<file path="config.mk">
export PLATFORM = sky130hd
export DESIGN_NAME = uart_hex_frame_tx
export DESIGN_NICKNAME = d
export VERILOG_FILES = /design/src/rtl/uart_pkg.sv /design/src/rtl/hex_ascii_enc.sv /design/src/rtl/uart_hex_frame_tx.sv
export SDC_FILE = /design/constraint.sdc
export NUM_CORES = 1
export LEC_CHECK = 0
export BUFFER_PORTS_ARGS = -buffer_cell sky130_fd_sc_hd__buf_2
export CAP_MARGIN = 20
export CORE_ASPECT_RATIO = 2
export CORE_MARGIN = 2
export CORE_UTILIZATION = 44
export CTS_BUF_LIST = sky130_fd_sc_hd__clkbuf_2 sky130_fd_sc_hd__clkbuf_4 sky130_fd_sc_hd__clkbuf_8
export CTS_CLUSTER_DIAMETER = 150
export DETAILED_ROUTE_END_ITERATION = 16
export PLACE_DENSITY = 0.73
export SYNTH_ARGS = -nofsm -noshare
export SYNTH_HDL_FRONTEND = slang
export SYNTH_SLANG_ARGS = --single-unit
export TNS_END_PERCENT = 20
</file>
<file path="constraint.sdc">
create_clock -name clk -period 2.22 [get_ports clk]
set_input_delay 0.333 -clock clk [delete_from_list [all_inputs] [get_ports clk]]
set_output_delay 0.333 -clock clk [all_outputs]
set_load 0.02 [all_outputs]
</file>
<file path="src/rtl/uart_pkg.sv">
// Shared definitions for the UART text printers: ASCII constants, frame FSM
// state encoding and the nibble-to-hex helper.
package uart_pkg;

    localparam logic [7:0] ASCII_CR    = 8'h0D;
    localparam logic [7:0] ASCII_LF    = 8'h0A;
    localparam logic [7:0] ASCII_SPACE = 8'h20;

    typedef enum logic [2:0] {
        ST_IDLE  = 3'd0,
        ST_DIGIT = 3'd1,
        ST_SEP   = 3'd2,
        ST_CR    = 3'd3,
        ST_LF    = 3'd4
    } frame_state_t;

    // Uppercase hex: 0-9 -> 0x30-0x39, A-F -> 0x41-0x46.
    function automatic logic [7:0] nibble_to_hex_ascii(input logic [3:0] nib);
        if (nib < 4'd10)
            return 8'h30 + {4'h0, nib};
        else
            return 8'h37 + {4'h0, nib};
    endfunction

endpackage

</file>
<file path="src/rtl/hex_ascii_enc.sv">
// Combinational 4-bit to uppercase ASCII hex encoder, shared by the text
// printers (UART, LCD, debug).
module hex_ascii_enc
    import uart_pkg::*;
(
    input  logic [3:0] nibble,
    output logic [7:0] ascii
);

    assign ascii = nibble_to_hex_ascii(nibble);

endmodule

</file>
<file path="src/rtl/uart_hex_frame_tx.sv">
// Snapshots NUM_WORDS words on start and streams them to uart_tx as uppercase
// hex text, words separated by SEP, line ended by CR LF (or LF only).
//
//   state    | meaning
//   ST_IDLE  | waiting for start, tx_data_valid low
//   ST_DIGIT | presenting the top nibble of the snapshot as a hex digit
//   ST_SEP   | presenting the separator between two words
//   ST_CR    | presenting carriage return
//   ST_LF    | presenting line feed; its transfer ends the frame
module uart_hex_frame_tx
    import uart_pkg::*;
#(
    parameter int         WORD_WIDTH = 32,
    parameter int         NUM_WORDS  = 1,
    parameter logic [7:0] SEP        = ASCII_SPACE,
    parameter bit         EOL_CRLF   = 1'b1
) (
    input  logic                            clk,
    input  logic                            rst_n,
    input  logic                            start,
    input  logic [NUM_WORDS*WORD_WIDTH-1:0] words_in,
    output logic [7:0]                      tx_data,
    output logic                            tx_data_valid,
    input  logic                            tx_data_ready,
    output logic                            busy,
    output logic                            done,
    output logic                            missed
);

    localparam int TOTAL = NUM_WORDS * WORD_WIDTH;
    localparam int NIB_W = $clog2(WORD_WIDTH / 4) + 1;
    localparam int WRD_W = $clog2(NUM_WORDS) + 1;
    localparam logic [NIB_W-1:0] NIB_LAST  = NIB_W'(WORD_WIDTH / 4 - 1);
    localparam logic [WRD_W-1:0] WORD_LAST = WRD_W'(NUM_WORDS - 1);

    frame_state_t     state;
    logic [TOTAL-1:0] snap;
    logic [TOTAL-1:0] words_rev;
    logic [TOTAL-1:0] snap_shl;
    logic [NIB_W-1:0] nib_cnt;
    logic [WRD_W-1:0] word_cnt;
    logic [3:0]       next_nib;
    logic [7:0]       next_digit;
    logic             xfer;

    // Word 0 goes to the top of the snapshot so the digit to print is always
    // the top nibble; each digit transfer shifts the whole snapshot by 4.
    always_comb begin
        words_rev = '0;
        for (int i = 0; i < NUM_WORDS; i++)
            words_rev[(NUM_WORDS-1-i)*WORD_WIDTH +: WORD_WIDTH] = words_in[i*WORD_WIDTH +: WORD_WIDTH];
    end

    assign snap_shl = snap << 4;
    assign xfer     = tx_data_valid && tx_data_ready;

    always_comb begin
        next_nib = snap[TOTAL-1 -: 4];
        if (state == ST_IDLE)
            next_nib = words_rev[TOTAL-1 -: 4];
        else if (state == ST_DIGIT)
            next_nib = snap_shl[TOTAL-1 -: 4];
    end

    hex_ascii_enc u_enc (
        .nibble (next_nib),
        .ascii  (next_digit)
    );

    always_ff @(posedge clk or negedge rst_n) begin
        if (!rst_n) begin
            state         <= ST_IDLE;
            snap          <= '0;
            nib_cnt       <= '0;
            word_cnt      <= '0;
            tx_data       <= 8'h00;
            tx_data_valid <= 1'b0;
            busy          <= 1'b0;
            done          <= 1'b0;
            missed        <= 1'b0;
        end else begin
            done   <= 1'b0;
            missed <= start && busy;
            case (state)
                ST_IDLE: begin
                    if (start) begin
                        snap          <= words_rev;
                        nib_cnt       <= '0;
                        word_cnt      <= '0;
                        tx_data       <= next_digit;
                        tx_data_valid <= 1'b1;
                        busy          <= 1'b1;
                        state         <= ST_DIGIT;
                    end
                end
                ST_DIGIT: begin
                    if (xfer) begin
                        snap <= snap_shl;
                        if (nib_cnt != NIB_LAST) begin
                            nib_cnt <= nib_cnt + 1'b1;
                            tx_data <= next_digit;
                        end else if (word_cnt != WORD_LAST) begin
                            tx_data <= SEP;
                            state   <= ST_SEP;
                        end else if (EOL_CRLF) begin
                            tx_data <= ASCII_CR;
                            state   <= ST_CR;
                        end else begin
                            tx_data <= ASCII_LF;
                            state   <= ST_LF;
                        end
                    end
                end
                ST_SEP: begin
                    if (xfer) begin
                        word_cnt <= word_cnt + 1'b1;
                        nib_cnt  <= '0;
                        tx_data  <= next_digit;
                        state    <= ST_DIGIT;
                    end
                end
                ST_CR: begin
                    if (xfer) begin
                        tx_data <= ASCII_LF;
                        state   <= ST_LF;
                    end
                end
                ST_LF: begin
                    if (xfer) begin
                        tx_data       <= 8'h00;
                        tx_data_valid <= 1'b0;
                        busy          <= 1'b0;
                        done          <= 1'b1;
                        state         <= ST_IDLE;
                    end
                end
                default: begin
                    tx_data_valid <= 1'b0;
                    busy          <= 1'b0;
                    state         <= ST_IDLE;
                end
            endcase
        end
    end

endmodule

</file>
# [After elaboration in Yosys (flattened, before gate mapping)]
# Cells that the tools add are included.
[word_totals] word_cells=75 mem_bits_rw=0 output_inout_bits=12 latchBits=0 n_memories=0 ff_bits=51 in_bits=36 rom_bits=0
[classes] n_mux=35 mul=0 shift=0 n_addsub=4 n_reduce_logical=14 bitwise_logic=1 div_mod_pow=0 n_eq_ne=12 order_cmp=1
[ops] operator="$mux W32" n=2
[ops] operator="$pmux W32 S2" n=1
[ops] operator="$mux W8" n=7
[ops] operator="$pmux W8 S5" n=1
[ops] operator="$mux W4" n=6
[ops] operator="$mux W3" n=6
[ops] operator="$pmux W3 S5" n=1
[ops] operator="$add A6 B4 Y7 const A" n=2
[ops] operator="$ne A2 B2 Y1 const B" n=6
[ops] operator="$pmux W4 S3" n=1
[ops] operator="$reduce_and A6 Y1" n=2
[ops] operator="$reduce_and A3 Y1" n=3
[ops] operator="$mux W1" n=7
[ops] operator="$eq A3 B2 Y1 const B" n=2
[ops] operator="$mux W6" n=1
[ops] operator="$reduce_and A5 Y1" n=1
[ops] operator="$reduce_bool A5 Y1" n=1
[ops] operator="$add A4 B1 Y4 const B" n=1
[ops] operator="$lt A4 B4 Y1 const B" n=1
[ops] operator="$ne A4 B3 Y1 const B" n=1
[ops] operator="$reduce_bool A2 Y1" n=2
[ops] operator="$eq A3 B1 Y1 const B" n=1
[ops] operator="$eq A3 B3 Y1 const B" n=1
[ops] operator="$logic_not A3 Y1" n=1
[ops] operator="8 further kinds" n=9

# [Depth between registers and ports, before layout]
[depth] ltp_word=8 ltp_mapped=8 mapped_depth_nobuf=7

# [Modules after synthesis]
# A second synthesis with hierarchy kept.
[hier_totals] cells_unflattened=311 area_unflattened_um2=2711.4
[modules_own_cells] module="uart_hex_frame_tx" area_each_um2=2606.2 seq_area_each_um2=1276.2 cells_per_inst=295 instances=1
[modules_own_cells] module="hex_ascii_enc" area_each_um2=105.1 seq_area_each_um2=0.0 cells_per_inst=16 instances=1

# [Least setup slack after synthesis]
# OpenSTA, ideal clock, no wires.
[synth_path] path_type="reg-to-reg" startpoint="reg state[0]" endpoint="reg tx_data[2]" path_stages_with_launch=7 setup_ns=0.126 t_arrival_ns=1.688 path_slack_ns=0.406 path_buffers=0 period_less_slack_ns=1.814 t_required_ns=2.094 cell_sequence="dfrtp_1 > mux2_2 > mux2i_2 > ha_1 > nand2_1 > mux2i_1 > a221o_1"
[synth_between] elab_chain_cells=8 word_cells_on_any_way=23 cone_classes="add/sub (2); order compare (1); eq/ne (9); mux (8); reduce/logical (3)"
[synth_lines] item="start: declaration" line_no="uart_hex_frame_tx.sv:36" text="frame_state_t state;"
[synth_lines] item="start signal: assignment" line_no="uart_hex_frame_tx.sv:72" text="state <= ST_IDLE;"
[synth_lines] item="start signal: assignment" line_no="uart_hex_frame_tx.sv:93" text="state <= ST_DIGIT;"
[synth_lines] item="start signal: assignment" line_no="uart_hex_frame_tx.sv:104" text="state <= ST_SEP;"
[synth_lines] item="$eq A3 B1 Y1" line_no="uart_hex_frame_tx.sv:61, uart_hex_frame_tx.sv:84"
[synth_lines] item="$mux W4" line_no="uart_hex_frame_tx.sv:61" text="else if (state == ST_DIGIT)"
[synth_lines] item="$mux W4" line_no="uart_hex_frame_tx.sv:59" text="if (state == ST_IDLE)"
[synth_lines] item="$add A6 B4 Y7, or another cell as far along" line_no="uart_pkg.sv:22" text="return 8'h37 + {4'h0, nib};"
[synth_lines] item="$mux W8" line_no="uart_pkg.sv:19" text="if (nib < 4'd10)"
[synth_lines] item="$mux W8" line_no="uart_hex_frame_tx.sv:99" text="if (nib_cnt != NIB_LAST) begin"
[synth_lines] item="$mux W8" line_no="uart_hex_frame_tx.sv:97" text="if (xfer) begin"
[synth_lines] item="$pmux W8 S5" line_no="uart_hex_frame_tx.sv:84" text="case (state)"
[synth_lines] item="end signal: assignment" line_no="uart_hex_frame_tx.sv:90" text="tx_data <= next_digit;"
[synth_lines] item="end signal: assignment" line_no="uart_hex_frame_tx.sv:101" text="tx_data <= next_digit;"
[synth_lines] item="end signal: assignment" line_no="uart_hex_frame_tx.sv:118" text="tx_data <= next_digit;"
[synth_lines] item="end: declaration" line_no="uart_hex_frame_tx.sv:22" text="output logic [7:0] tx_data,"
# Several ways; a longest one is shown, not always the timed one. The select of a mux whose other input is x is not followed.
# A chain may end at the register's enable or synchronous reset.

# [Final worst setup path]
[layout_path] startpoint="reg state[1]" endpoint="reg tx_data[2]"
# Same word-level chain as after synthesis.

==> results.toml <==
[run_status]
result_of_the_run = "finished clean"

[detailed_routing]
via_per_inst = 5.47
final_antenna_net_count = 0
vias = 2183
totalWireLength_mm = 5.58
drt-wirelength-per-cell_um = 14.0
dr.pass1.iters = 4
drtIter0Drc = 38
remaining_drc_errors = 0

[logic_synthesis]
synth_enable_flop_cells = 0
synth_top_area_cell = "sky130_fd_sc_hd__dfrtp_1"
dominantRegCellSynth = "sky130_fd_sc_hd__dfrtp_1"
synth_nets = 335
post_synth_top_area_share = 0.489
postSynthRegisterBits = 50
yosys-top-cells-area = "sky130_fd_sc_hd__dfrtp_1 49%, sky130_fd_sc_hd__nand2_1 10%, sky130_fd_sc_hd__a31oi_1 7.1%"
synth.top_cells.by_count = "70 x sky130_fd_sc_hd__nand2_1, 50 x sky130_fd_sc_hd__dfrtp_1, 36 x sky130_fd_sc_hd__nor2_1, 29 x sky130_fd_sc_hd__a31oi_1, 16 x sky130_fd_sc_hd__o21ai_0"
ys_seq_area_frac = 0.489
count_of_different_cell_masters_after_synthesis = 44
synth_async_sr_flop_share = 1.00
post_synth_inst_count = 297
post-synth-top-count-cell = "sky130_fd_sc_hd__nand2_1"
avg_synthesized_cell_area_sq_um = 8.62
ys_warn_count = 0
syn-cell-area_sq_um = 2560

[power]
cellLeakagePower_nw = 1.39
ir_drop_worst_vdd_v = 0.00111
cellPowerDensity_nw_per_um2 = 1570
power_mw = 4.70

[flow_run]
max_cap_viol = 0

[clock_tree]
numCtsBuffers = 5
clk_latency_ns = 0.30
cts.sink_count = 50
postcts_setup_bufs = 0
clock_tree.htree_level_count = 2
clk_root_buffer_cell = "sky130_fd_sc_hd__clkbuf_8"
clock_tree.buffer_depth = 2
cts.reportedPaths.clkPinSlew_ns = 0.09
tritoncts = "done"

[placement]
globalplace.congestion = 0.893
port_buffer_count = 46
detailed_place_hpwl_mm = 4.26
detailedPlace.worstSlack_ns = 0.235

[global_route]
globalRouteTotalUtil = 0.192
grt_pass1_wl_mm = 9.67
maximum_number_of_pins_on_one_net_before_global_route_repair = 65
antenna_found_initial = 0
grt_pass1_vias = 2178
globalRoute.totalOverflow = 0

[critical_path]
worst-endpoint-required_ns = 2.41
crit_path_start = "state[1]"
cp.arrival_ns = 2.21
timing.reg2reg.worst_path_depth = 6
crit_path_max_fanout = 13
rrSetupSlack_ns = 0.20
critical_path.endpoint_type = "flop"
rr_startpoint = "state[1]"
worst_setup_path_start_kind = "flop"
timing.rr.end = "tx_data[2]"
critical_path_class = "flop to flop"

[sta]
final.setup_skew_ns = 0.00675
timing_max_transition_violations_final = 0
report.final.hold_viol_count = 0
final.setup.worst_slack_ns = 0.205
finalCriticalPeriod_ns = 2.02
setup_viol = 0
rsz_0062_raised_after_global_routing = "no"
totalNegativeSetupSlack_ns = 0
final.period_utilization = 0.908
timing.fmax_mhz = 496

[floorplanning]
io_pins = 48
std_cell_rows = 39
core_sq_um = 5660
fp.dieH_um = 112
die_x_um = 57.9
initial_utilization = 0.452
fp.dieArea_sq_um = 6480

[hold_path]
timing.hold.worst.start = "words_in[3]"
whs_path_cells = 3
worst_hold_path.endpoint = "snap[3]"
hold_wc_path_type = "primary input to flop"

[finish]
layout.nets = 376
syn2layout_area_growth_pct = 16.7
drive_above_1_share = 0.222
diodes = 0
[worst max-delay path: stages (launching register included)]
cell                      delay, ns
sky130_fd_sc_hd__dfrtp_1       0.54
sky130_fd_sc_hd__nor2_4        0.28
sky130_fd_sc_hd__mux2i_2       0.37
sky130_fd_sc_hd__ha_1          0.22
sky130_fd_sc_hd__nand2_1       0.07
sky130_fd_sc_hd__mux2i_1       0.13
sky130_fd_sc_hd__a221o_1       0.30
[worst max-delay path by stage]
stage,endpoint
floorplan,tx_data[2]
global placement,tx_data[2]
detailed placement,tx_data[2]
CTS,tx_data[2]
global route,tx_data[2]
finish,tx_data[2]
[per-stage QoR]
stage,instance area (sq um),cells,util,hold slack (ns)
after floorplan,2560,297,-,0.0374
after global placement,2860,391,0.506,0.194
after detailed placement,2860,391,0.506,0.207
after CTS,2990,399,0.528,0.244
after global routing,2990,399,0.528,0.267
final,2990,399,0.528,0.250
[what timing repair did]
action / 4_1_cts / 5_1_grt
hold buffers: 1 / 0
gates resized for setup: 0 / 0
endpoints found under the hold margin: 8 / 0
[power breakdown]
group | internal (mW) | switching [mW] | leakage (nW)
registers | 1.33 | 0.279 | 0.582
clock network | 0.361 | 0.294 | 0.0573
logic | 0.991 | 1.44 | 0.750
total | 2.68 | 2.02 | 1.39
[metal layers]
metal	up-vias	global-route usage	routed length, um	share of wire
li1	1097	-	-	-
met1	1011	0.211	2100	0.38
met2	57	0.333	3010	0.54
met3	18	0.0372	241	0.043
met4	0	0.104	232	0.042
met5	-	0	0	0
[logic make-up (layout without fill, tap and decap cells)]
group                      Yosys count  in the layout  synth area share
other                                1              1           0.00147
muxes                                8              8            0.0357
adders and majority gates            2              2           0.00978
DFF                                 50             50             0.489
and+or+nand+nor                    136            136             0.232
xor gates and xnor gates             3              3            0.0103
AOI/OAI and AO/OA                   67             67             0.168
buffers and inverters               30             71            0.0538
[layout make-up]
cell class	instances	area, sq um
clock buffers	6	82.6
clock inverters	1	30.0
fillers	553	2670
inverters	8	30.0
multi-input cells	217	1180
flip-flops and latches	50	1250
well taps	61	76.3
repair buffers	56	333
[registers in the layout (all words and copies together), names as in the netlist]
| signal | flops |
|---|---|
| busy | 1 |
| missed | 1 |
| word_cnt | 1 |
| tx_data | 7 |
| nib_cnt | 4 |
| done | 1 |
| snap | 32 |
| state | 3 |
[cell usage in the layout (no fill, tap or decap), types with 2 or more instances in the layout]
cell type / instances
sky130_fd_sc_hd__and2_1: 2
sky130_fd_sc_hd__a221o_1: 2
sky130_fd_sc_hd__buf_12: 2
sky130_fd_sc_hd__mux2i_2: 2
sky130_fd_sc_hd__buf_4: 7
sky130_fd_sc_hd__nand2b_1: 4
sky130_fd_sc_hd__o22ai_1: 2
sky130_fd_sc_hd__a31oi_1: 29
sky130_fd_sc_hd__clkbuf_8: 6
sky130_fd_sc_hd__nor2_2: 2
sky130_fd_sc_hd__and4b_1: 2
sky130_fd_sc_hd__ha_1: 2
sky130_fd_sc_hd__inv_1: 8
sky130_fd_sc_hd__nor2_1: 35
sky130_fd_sc_hd__nand3_1: 10
sky130_fd_sc_hd__o221ai_1: 2
sky130_fd_sc_hd__o21ai_0: 16
sky130_fd_sc_hd__xnor2_1: 3
sky130_fd_sc_hd__nor3b_1: 2
sky130_fd_sc_hd__mux2_2: 3
sky130_fd_sc_hd__a21oi_1: 5
sky130_fd_sc_hd__nor3_1: 3
sky130_fd_sc_hd__dfrtp_1: 50
sky130_fd_sc_hd__buf_2: 46
sky130_fd_sc_hd__nand2_1: 70
sky130_fd_sc_hd__mux2i_1: 3
Power figures use the tool's default switching activity.
